[src/rtl/uart_pkg.sv]
// uart_pkg: shared FSM state encoding, parity-mode constants and baud divider helper
// for the UART transmit path.
package uart_pkg;

  localparam logic [2:0] ST_IDLE   = 3'd0;
  localparam logic [2:0] ST_START  = 3'd1;
  localparam logic [2:0] ST_DATA   = 3'd2;
  localparam logic [2:0] ST_PARITY = 3'd3;
  localparam logic [2:0] ST_STOP   = 3'd4;

  localparam int PAR_NONE = 0;
  localparam int PAR_ODD  = 1;
  localparam int PAR_EVEN = 2;

  // Clocks per bit; integer truncation, callers keep the result >= 2.
  function automatic int baud_div(input int clk_freq, input int baud_rate);
    return clk_freq / baud_rate;
  endfunction

endpackage

[src/rtl/uart_tx_fifo.sv]
// uart_tx_fifo: synchronous first-word-fall-through FIFO; pointers carry one extra
// wrap bit so full/empty come straight from a pointer compare.
module uart_tx_fifo #(
  parameter int DEPTH = 16,
  parameter int WIDTH = 8
) (
  input  logic             clk,
  input  logic             rst_n,
  input  logic             push,
  input  logic [WIDTH-1:0] wdata,
  input  logic             pop,
  output logic [WIDTH-1:0] rdata,
  output logic             full,
  output logic             empty
);

  localparam int AW = $clog2(DEPTH);

  logic [AW:0]      wr_ptr;
  logic [AW:0]      rd_ptr;
  logic [WIDTH-1:0] mem [DEPTH];

  // NOTE: sequential state uses non-blocking assignments so every flop samples pre-edge values.
  always_ff @(posedge clk or negedge rst_n) begin
    if (!rst_n) begin
      wr_ptr <= '0;
      rd_ptr <= '0;
    end else begin
      if (push) wr_ptr <= wr_ptr + (AW+1)'(1);
      if (pop)  rd_ptr <= rd_ptr + (AW+1)'(1);
    end
  end

  // NOTE: storage is deliberately not reset; the pointers alone define which entries are valid.
  always_ff @(posedge clk) begin
    if (push) mem[wr_ptr[AW-1:0]] <= wdata;
  end

  assign rdata = mem[rd_ptr[AW-1:0]];
  assign empty = (wr_ptr == rd_ptr);
  assign full  = (wr_ptr[AW] != rd_ptr[AW]) && (wr_ptr[AW-1:0] == rd_ptr[AW-1:0]);

endmodule

[src/rtl/uart_tx_frame.sv]
// uart_tx_frame: parametrised UART transmitter (5-9 data bits, none/odd/even parity, 1-2 stops).
// Define UART_TX_FIFO_EN to put a FIFO_DEPTH-entry transmit FIFO in front of the serializer.
module uart_tx_frame
  import uart_pkg::*;
#(
  parameter int CLK_FREQ   = 50_000_000,
  parameter int BAUD_RATE  = 115200,
  parameter int DATA_BITS  = 8,
  parameter int PARITY     = 0,
  parameter int STOP_BITS  = 1,
  parameter int FIFO_DEPTH = 16
) (
  input  logic                 clk,
  input  logic                 rst_n,
  input  logic [DATA_BITS-1:0] tx_data,
  input  logic                 tx_valid,
  output logic                 tx_ready,
  output logic                 uart_tx,
  output logic                 tx_busy
);

  localparam int             BAUD_DIV  = baud_div(CLK_FREQ, BAUD_RATE);
  localparam int             CW        = $clog2(BAUD_DIV);
  localparam logic [CW-1:0]  BAUD_LAST = CW'(BAUD_DIV - 1);
  localparam logic [3:0]     DATA_LAST = 4'(DATA_BITS - 1);
  localparam logic [3:0]     STOP_LAST = 4'(STOP_BITS - 1);
  localparam logic           PAR_EN    = (PARITY != PAR_NONE);
  localparam logic           PAR_INV   = (PARITY == PAR_ODD);

  logic [2:0]           state;
  logic [CW-1:0]        baud_cnt;
  logic [3:0]           bit_idx;
  logic [DATA_BITS-1:0] shift;
  logic                 par_bit;
  logic                 line_level;
  logic                 bit_end;
  logic                 stop_done;
  logic                 start_frame;
  logic                 word_avail;
  logic [DATA_BITS-1:0] frame_word;
  logic                 fifo_empty;

`ifdef UART_TX_FIFO_EN
  localparam logic CHAIN = 1'b1;
  logic fifo_full;

  uart_tx_fifo #(
    .DEPTH (FIFO_DEPTH),
    .WIDTH (DATA_BITS)
  ) u_fifo (
    .clk   (clk),
    .rst_n (rst_n),
    .push  (tx_valid && tx_ready),
    .wdata (tx_data),
    .pop   (start_frame),
    .rdata (frame_word),
    .full  (fifo_full),
    .empty (fifo_empty)
  );

  assign tx_ready   = !fifo_full;
  assign word_avail = !fifo_empty;
`else
  localparam logic CHAIN = 1'b0;

  assign tx_ready   = (state == ST_IDLE);
  assign word_avail = tx_valid;
  assign frame_word = tx_data;
  assign fifo_empty = 1'b1;
`endif

  assign bit_end   = (baud_cnt == BAUD_LAST);
  assign stop_done = (state == ST_STOP) && bit_end && (bit_idx == STOP_LAST);
  // With the FIFO, the last stop clock hands straight over to the next start bit.
  assign start_frame = word_avail && ((state == ST_IDLE) || (CHAIN && stop_done));

  always_comb begin
    // NOTE: a default before the case keeps every path assigned, so no latch is inferred.
    line_level = 1'b1;
    case (state)
      ST_START:  line_level = 1'b0;
      ST_DATA:   line_level = shift[0];
      ST_PARITY: line_level = par_bit;
      default:   line_level = 1'b1;
    endcase
  end

  always_ff @(posedge clk or negedge rst_n) begin
    if (!rst_n) begin
      state    <= ST_IDLE;
      baud_cnt <= '0;
      bit_idx  <= '0;
      shift    <= '0;
      par_bit  <= 1'b0;
      uart_tx  <= 1'b1;
      tx_busy  <= 1'b0;
    end else begin
      uart_tx <= line_level;
      tx_busy <= (state != ST_IDLE) || !fifo_empty;
      if (start_frame) begin
        state    <= ST_START;
        baud_cnt <= '0;
        bit_idx  <= '0;
        shift    <= frame_word;
        par_bit  <= (^frame_word) ^ PAR_INV;
      end else if (state != ST_IDLE) begin
        if (!bit_end) begin
          baud_cnt <= baud_cnt + CW'(1);
        end else begin
          baud_cnt <= '0;
          case (state)
            ST_START: state <= ST_DATA;
            ST_DATA: begin
              if (bit_idx == DATA_LAST) begin
                bit_idx <= '0;
                state   <= PAR_EN ? ST_PARITY : ST_STOP;
              end else begin
                bit_idx <= bit_idx + 4'd1;
                shift   <= shift >> 1;
              end
            end
            ST_PARITY: state <= ST_STOP;
            ST_STOP: begin
              if (bit_idx == STOP_LAST) begin
                bit_idx <= '0;
                state   <= ST_IDLE;
              end else begin
                bit_idx <= bit_idx + 4'd1;
              end
            end
            default: state <= ST_IDLE;
          endcase
        end
      end
    end
  end

endmodule

[config.mk]
export PLATFORM = sky130hd
export DESIGN_NAME = uart_tx_frame
export DESIGN_NICKNAME = d
export VERILOG_FILES = /design/src/rtl/uart_pkg.sv /design/src/rtl/uart_tx_fifo.sv /design/src/rtl/uart_tx_frame.sv
export SDC_FILE = /design/constraint.sdc
export NUM_CORES = 1
export LEC_CHECK = 0
export ABC_CLOCK_PERIOD_IN_PS = 4900
export BUFFER_PORTS_ARGS = -buffer_cell sky130_fd_sc_hd__buf_4
export CAP_MARGIN = 20
export CORE_AREA = 2 2 85 87
export DETAILED_ROUTE_END_ITERATION = 8
export DIE_AREA = 0 0 87 89
export GPL_TIMING_DRIVEN = 0
export RECOVER_POWER = 100
export SETUP_SLACK_MARGIN = 0.3
export SYNTH_ARGS = -nofsm -noshare
export SYNTH_HDL_FRONTEND = slang
export SYNTH_SLANG_ARGS = --single-unit
[constraint.sdc]
create_clock -name clk -period 4.9 [get_ports clk]
set_input_delay 0.245 -clock clk [delete_from_list [all_inputs] [get_ports clk]]
set_output_delay 0.245 -clock clk [all_outputs]
set_load 0.1 [all_outputs]
## After elaboration in Yosys (flattened, before gate mapping)

Cells that the tools add are included.

| operators by class | value |
|---|---|
| add/subtract/negate cells | 2 |
| equal/unequal tests | 9 |
| muxes and demuxes | 21 |
| reduce and logical (&&, ||, !) cells | 12 |

Operator list:

| kind | count |
|---|---|
| $mux W8 | 5 |
| $mux W9 | 3 |
| $mux W4 | 5 |
| $mux W3 | 5 |
| $pmux W3 S4 | 1 |
| $add A9 B1 Y9 const B | 1 |
| $eq A9 B9 Y1 const B | 1 |
| $pmux W4 S2 | 1 |
| $reduce_and A4 Y1 | 2 |
| $reduce_xor A8 Y1 | 1 |
| $eq A3 B2 Y1 const B | 2 |
| $reduce_bool A2 Y1 | 3 |
| $reduce_bool A3 Y1 | 2 |
| $add A4 B1 Y4 const B | 1 |
| $eq A4 B3 Y1 const B | 1 |
| $logic_not A4 Y1 | 1 |
| $eq A3 B1 Y1 const B | 1 |
| $eq A3 B3 Y1 const B | 1 |
| $logic_not A3 Y1 | 1 |
| $ne A3 B2 Y1 const B | 1 |
| $ne A3 B3 Y1 const B | 1 |
| $pmux W1 S3 | 1 |
| $reduce_and A3 Y1 | 1 |
| $ne A2 B2 Y1 const B | 1 |
| $logic_and A1 B1 Y1 | 1 |

| storage, ports and cells | value |
|---|---|
| bits in registers | 27 |
| input bits | 11 |
| output and inout port bits | 3 |
| logic and storage cells | 51 |

## Logic depth before layout (Yosys ltp)

| logic depth | value |
|---|---|
| depth in word-level cells | 6 |
| gate-level depth with buffers | 7 |
| depth with buffers taken out | 6 |

## Worst setup path after synthesis

OpenSTA, ideal clock, no wires.

| path | value |
|---|---|
| kind | reg2reg |
| from | register state[0] |
| to | register state[2] |
| library setup time | 0.096 ns |
| data arrival time | 3.593 ns |
| required time | 4.804 ns |
| path slack | 1.212 ns |
| cell stages (with the launch flop) | 7 |
| path buffers | 1 |
| period minus slack after synthesis | 3.688 ns |
| cells stage by stage | dfrtp_1 -> buf_2 -> nor3_1 -> inv_1 -> a31oi_1 -> o21ai_0 -> o31ai_1 |

| on the way | value |
|---|---|
| elaborated cells between the ends (all ways) | 16 |
| classes of those cells | 6 x eq/ne; 4 x mux; 6 x reduce/logical |

RTL lines:

| what | line | source |
|---|---|---|
| start: declaration | uart_tx_frame.sv:30 | `logic [2:0] state;` |
| start signal: assignment | uart_tx_frame.sv:116 | `state <= PAR_EN ? ST_PARITY : ST_STOP;` |
| $logic_not A3 Y1 * | - |  |
| via tx_ready | uart_tx_frame.sv:17 | `output logic tx_ready,` |
| $logic_and A1 B1 Y1 * | uart_tx_frame.sv:75 | `assign start_frame = word_avail && ((state == ST_IDLE) \|\| (CHAIN && stop_done));` |
| $ne A3 B3 Y1 (no line) (tied with other cells) | - |  |
| $reduce_and A4 Y1 (no line) | - |  |

Mark *: on every way through the listed nets, which the timed path passes. The rest lies on a longest branch. The select of a mux whose other input is x is not followed.
A chain may end at the register's enable or synchronous reset.

## Worst setup path in the final report

| path | value |
|---|---|
| from | register baud_cnt[1] |
| to | register shift[5] |

| on the way | value |
|---|---|
| word-level cells in the longest chain between the ends | 3 |

RTL lines:

| what | line | source |
|---|---|---|
| start: declaration | uart_tx_frame.sv:31 | `logic [CW-1:0] baud_cnt;` |
| start signal: assignment | uart_tx_frame.sv:108 | `baud_cnt <= baud_cnt + CW'(1);` |
| $eq A9 B9 Y1 | uart_tx_frame.sv:72 | `assign bit_end = (baud_cnt == BAUD_LAST);` |
| $reduce_bool A2 Y1 (no line) | - |  |
| $reduce_and A4 Y1 (no line) | - |  |
| end signal: assignment | uart_tx_frame.sv:104 | `shift <= frame_word;` |
| end signal: assignment | uart_tx_frame.sv:119 | `shift <= shift >> 1;` |
| end: declaration | uart_tx_frame.sv:33 | `logic [DATA_BITS-1:0] shift;` |

No other way between the ends.

==> results by stage <==
Die:
- The floorplan core area is 6720 µm².
- The effective utilization at floorplan is 23.7%.
- The full die area is 7740 µm².
- The number of top-level design ports is 14.
- The placement row count is 30.
- In this run the horizontal extent of the chip is 87 µm.
- The vertical extent of the die is 89 µm.

STA:
- Setup repair after global routing left no endpoint under its margin.
- The worst-case hold slack is 186 ps.
- The final critical-path required period is 2900 ps.
- The final sum of negative setup slack is 0 ps.
- The remaining max-slew budget at the tightest pin is -6.80%.
- The maximum clock rate is 344 MHz.
- On the final layout, the worst clock skew is 4.41 ps.
- Setup violations remaining at the end of the flow were counted as 0.
- The share of the clock period used by the worst path after layout is 59.3%.
- The number of endpoints with negative hold slack in the final report is 0.
- The number of pins with negative max-slew slack in the final report came to 48.
- The slew at the pin closest to its max-slew limit is 1580 ps.

Power:
- The standby leakage power is 0.719 nW.
- IR analysis of the VDD net gives a maximum drop of 92.0 µV.
- The power density of the placed cells is 227 nW/µm².
- The design draws 401 µW.

Worst setup path:
- The critical path data required time is 5070 ps.
- The setup slack of the worst register-to-register path is 2000 ps.
- The data arrival time at the worst-slack endpoint is 3070 ps.
- The worst setup path is of the reg2reg kind.
- STA classifies the critical path startpoint as a register.
- The maximum fanout along the worst path is 8.
- The reg-to-reg startpoint is baud_cnt[1].
- The capturing element type of the critical path is a register.
- The critical register-to-register path endpoint is shift[5].
- The number of cells on the worst reg-to-reg path is 6.

Detailed routing:
- The sum of routed wire segments on met1 is 1.63 mm.
- In this run, the number of DRC markers left after iteration 0 of detailed routing was 77.
- After detailed routing, the number of vias per cell comes to 4.55.
- The detail route stage leaves a number of antenna-violating nets equal to 0.
- Summed over all nets, wire length on met3 after detailed routing comes to 71 µm.
- The detailed-router iteration count before antenna repair is 4.
- In the final routed layout, each cell accounts on average for 11.6 µm.
- The count of vias placed by the detailed router is 1184.
- The uppermost layer routed is met4.
- The DRC violation count after routing is 0.
- The wire length reported by the detailed router is 3.01 mm.
- Summed over all nets, wire length on met2 after detailed routing comes to 1.27 mm.

Final layout:
- The total inserted antenna cells is 0.
- After filler insertion, the fill cell instance count of the layout stands at 728.
- After routing the design area is 1770 µm².
- In the final layout, the share of cells above drive strength 1 is 13.3%.
- Compared with the post-synthesis result, the final layout area differs by 11.0%.
- The final-stage net count is 196.
- The final standard cell count with taps included and fillers excluded is 260.

Placement:
- Routability-driven placement finished with a final weighted congestion of 0.724.
- The post-place instance area is 1790 µm².
- The number of input and output port buffers inserted is 13.
- After legalization and detailed placement, the total HPWL measured 2.22 mm.
- The cell count after placement is 254.

GRT:
- Entering global routing, the biggest net connects 28 pins.
- The global-route total usage across every layer is 8.63%.
- The initial antenna violation count came to 0.
- The first-pass GRT wire length is 5.33 mm.
- The via count of the first global-routing pass is 1157.
- The total global routing overflow is 0.

Clocking:
- For the worst-skew pair, the clock arrives at the later sink with an insertion delay of 270 ps.
- Clock-pin slew was measured on the worst setup and hold paths at 100 ps.
- The number of CTS-inserted buffers is 3.
- The maximum level of the CTS H-tree is 1.
- Clock tree synthesis selected as its root buffer the cell clkbuf_8.
- The clock net in this run drives a total of 27 sinks.
- The TritonCTS clock tree is built.
- In this run the deepest clock path goes through 2 buffers.

Job:
- The tool flagged a number of max-cap violations equal to 3.

Synth:
- The number of library cell types mapped by synthesis is 42.
- The area of the mapped netlist is 1590 µm².
- The instance count of the mapped netlist is 161.
- Counting flops and latches in the post-synthesis netlist gives 27.
- The average instance area after synthesis is 9.88 µm².
- For this run, the number of Yosys warnings is 0.
- Summing the sequential cell areas from Yosys gives 42.6% of the chip area.
- The number of nets handed over by synthesis was 176.

Outcome:
- The final reports fail on max-capacitance violations, max-slew violations.
- The flow ran to the end, but the final reports show violations.

Hold path:
- The count of cells along the worst hold path is 3.
- The startpoint identified for the worst hold timing path is tx_data[7].
- The worst hold path terminates at shift[7].
- The worst min-delay path class is in2reg.
==> metal layers <==
| metal | GRT usage (%) | vias to the layer above |
|---|---|---|
| li1 | - | 615 |
| met1 | 11.8 | 548 |
| met2 | 13.6 | 16 |
| met3 | 1.48 | 5 |
| met4 | 3.41 | 0 |
| met5 | 0 | - |
==> synthesized netlist by cell type <==
cell      instances  area (µm²)
nor4_1            1        6.26
or2_2             2        12.5
a32o_1            1        10.0
dfrtp_1          26         651
ha_1              4        50.1
and4_1            1        8.76
xnor2_1          11        96.3
or4b_4            1        13.8
nand2_1          29         109
nor3_1            4        20.0
nand4_1           3        18.8
o31ai_4           1        21.3
o21ai_0          10        50.1
clkbuf_1          1        3.75
buf_2             3        15.0
buf_1             2        7.51
or3_1             1        6.26
nor3b_1           2        15.0
inv_1             6        22.5
mux2_2            7        78.8
nor4b_2           1        15.0
a22oi_1           1        7.51
nand3_1           4        20.0
o31ai_1           3        22.5
or4b_1            1        10.0
mux2i_1           1        10.0
xor2_1            2        17.5
nor2b_1           1        6.26
nor4b_4           1        23.8
nand2_2           1        6.26
a31oi_1           2        12.5
o22ai_1           1        6.26
dfstp_2           1        26.3
a21oi_1           2        10.0
or4_1             1        7.51
nor2_1           10        37.5
o211ai_1          4        30.0
and3b_1           2        17.5
o41ai_4           2        55.1
o311ai_1          1        8.76
nor4b_1           2        17.5
nand2b_1          1        6.26
==> power breakdown <==
group / switching [mW] / total (mW) / leakage [nW] / internal [mW]
clock network: 0.0723 / 0.131 / 0.0228 / 0.0584
logic: 0.0192 / 0.0376 / 0.363 / 0.0184
registers: 0.00349 / 0.233 / 0.333 / 0.230
==> how the worst max path moves through the flow <==
stage | startpoint | endpoint | slack (ps) | cells after the start
6_report | baud_cnt[1] | shift[5] | 2000 | 6
5_1_grt | baud_cnt[1] | shift[1] | 1710 | 6
4_1_cts | baud_cnt[1] | shift[1] | 2710 | 6
3_5_place_dp | baud_cnt[1] | shift[5] | 2730 | 6
3_3_place_gp | baud_cnt[1] | shift[6] | 2740 | 6
2_1_floorplan | state[0] | state[2] | 1210 | 6
==> critical path: stages (launching register included) <==
cell	delay, ps
dfrtp_1	420
inv_1	90
ha_1	180
and4_1	210
nand2_1	150
o41ai_1	1320
mux2_2	430
==> placed cells by master (no fill, tap or decap), types with 2 or more instances in the layout <==
cell / synthesis / layout
xor2_1: 2 / 2
clkbuf_1: 1 / 9
buf_1: 2 / 2
nor4b_1: 2 / 3
clkbuf_8: 0 / 3
or2_2: 2 / 2
nand4_1: 3 / 3
nand2_1: 29 / 30
inv_1: 6 / 6
mux2_2: 7 / 7
a21oi_1: 2 / 2
xnor2_1: 11 / 11
buf_4: 0 / 9
and3b_1: 2 / 2
nor3b_1: 2 / 2
o211ai_1: 4 / 4
ha_1: 4 / 4
dfrtp_1: 26 / 26
or4b_1: 1 / 2
nor3_1: 4 / 4
a31oi_1: 2 / 2
o21ai_0: 10 / 10
nand3_1: 4 / 4
nor2_1: 10 / 10
o41ai_1: 0 / 2
o31ai_1: 3 / 4
==> cell type report <==
| cell class | instances | area, µm² | share of cell area [%] |
|---|---|---|---|
| buffer | 6 | 22.5 | 1.28 |
| tap | 80 | 100 | 5.67 |
| multi-input combinational | 122 | 801 | 45.4 |
| inverter | 6 | 22.5 | 1.28 |
| sequential | 27 | 677 | 38.3 |
| clock buffer | 4 | 45.0 | 2.55 |
| timing repair buffer | 15 | 97.6 | 5.53 |
==> cells by family (layout without fill, tap and decap cells) <==
logic type / after synthesis / in the layout / synth area share, %
fa+ha+maj: 4 / 4 / 3.15
xor+xnor: 13 / 13 / 7.16
flops: 27 / 27 / 42.6
mux: 8 / 8 / 5.59
compound gates: 28 / 28 / 14.7
buf+inv: 12 / 31 / 3.07
simple gates: 69 / 69 / 23.8
==> sequential cells by signal, indices dropped and copies added (netlist names) <==
| signal | cells |
|---|---|
| par_bit | 1 |
| uart_tx | 1 |
| state | 3 |
| bit_idx | 4 |
| shift | 8 |
| baud_cnt | 9 |
| tx_busy | 1 |
==> what timing repair did <==
item                                    CTS  global route
endpoints found under the hold margin    26             0
endpoints found under the setup margin    0             0
resized for setup                         0             0
hold buffers                              1             0
setup buffers                             0             0
==> per-stage QoR <==
| stage | setup slack [ps] | utilization [%] |
|---|---|---|
| 4_1_cts | 2710 | 27.4 |
| 2_1_floorplan | 1210 | - |
| 3_5_place_dp | 2730 | 26.6 |
| 3_3_place_gp | 2740 | 26.6 |
| 6_report | 2000 | 26.3 |
| 5_1_grt | 1710 | 26.3 |
Note: power is estimated with default switching activity, not from simulation.
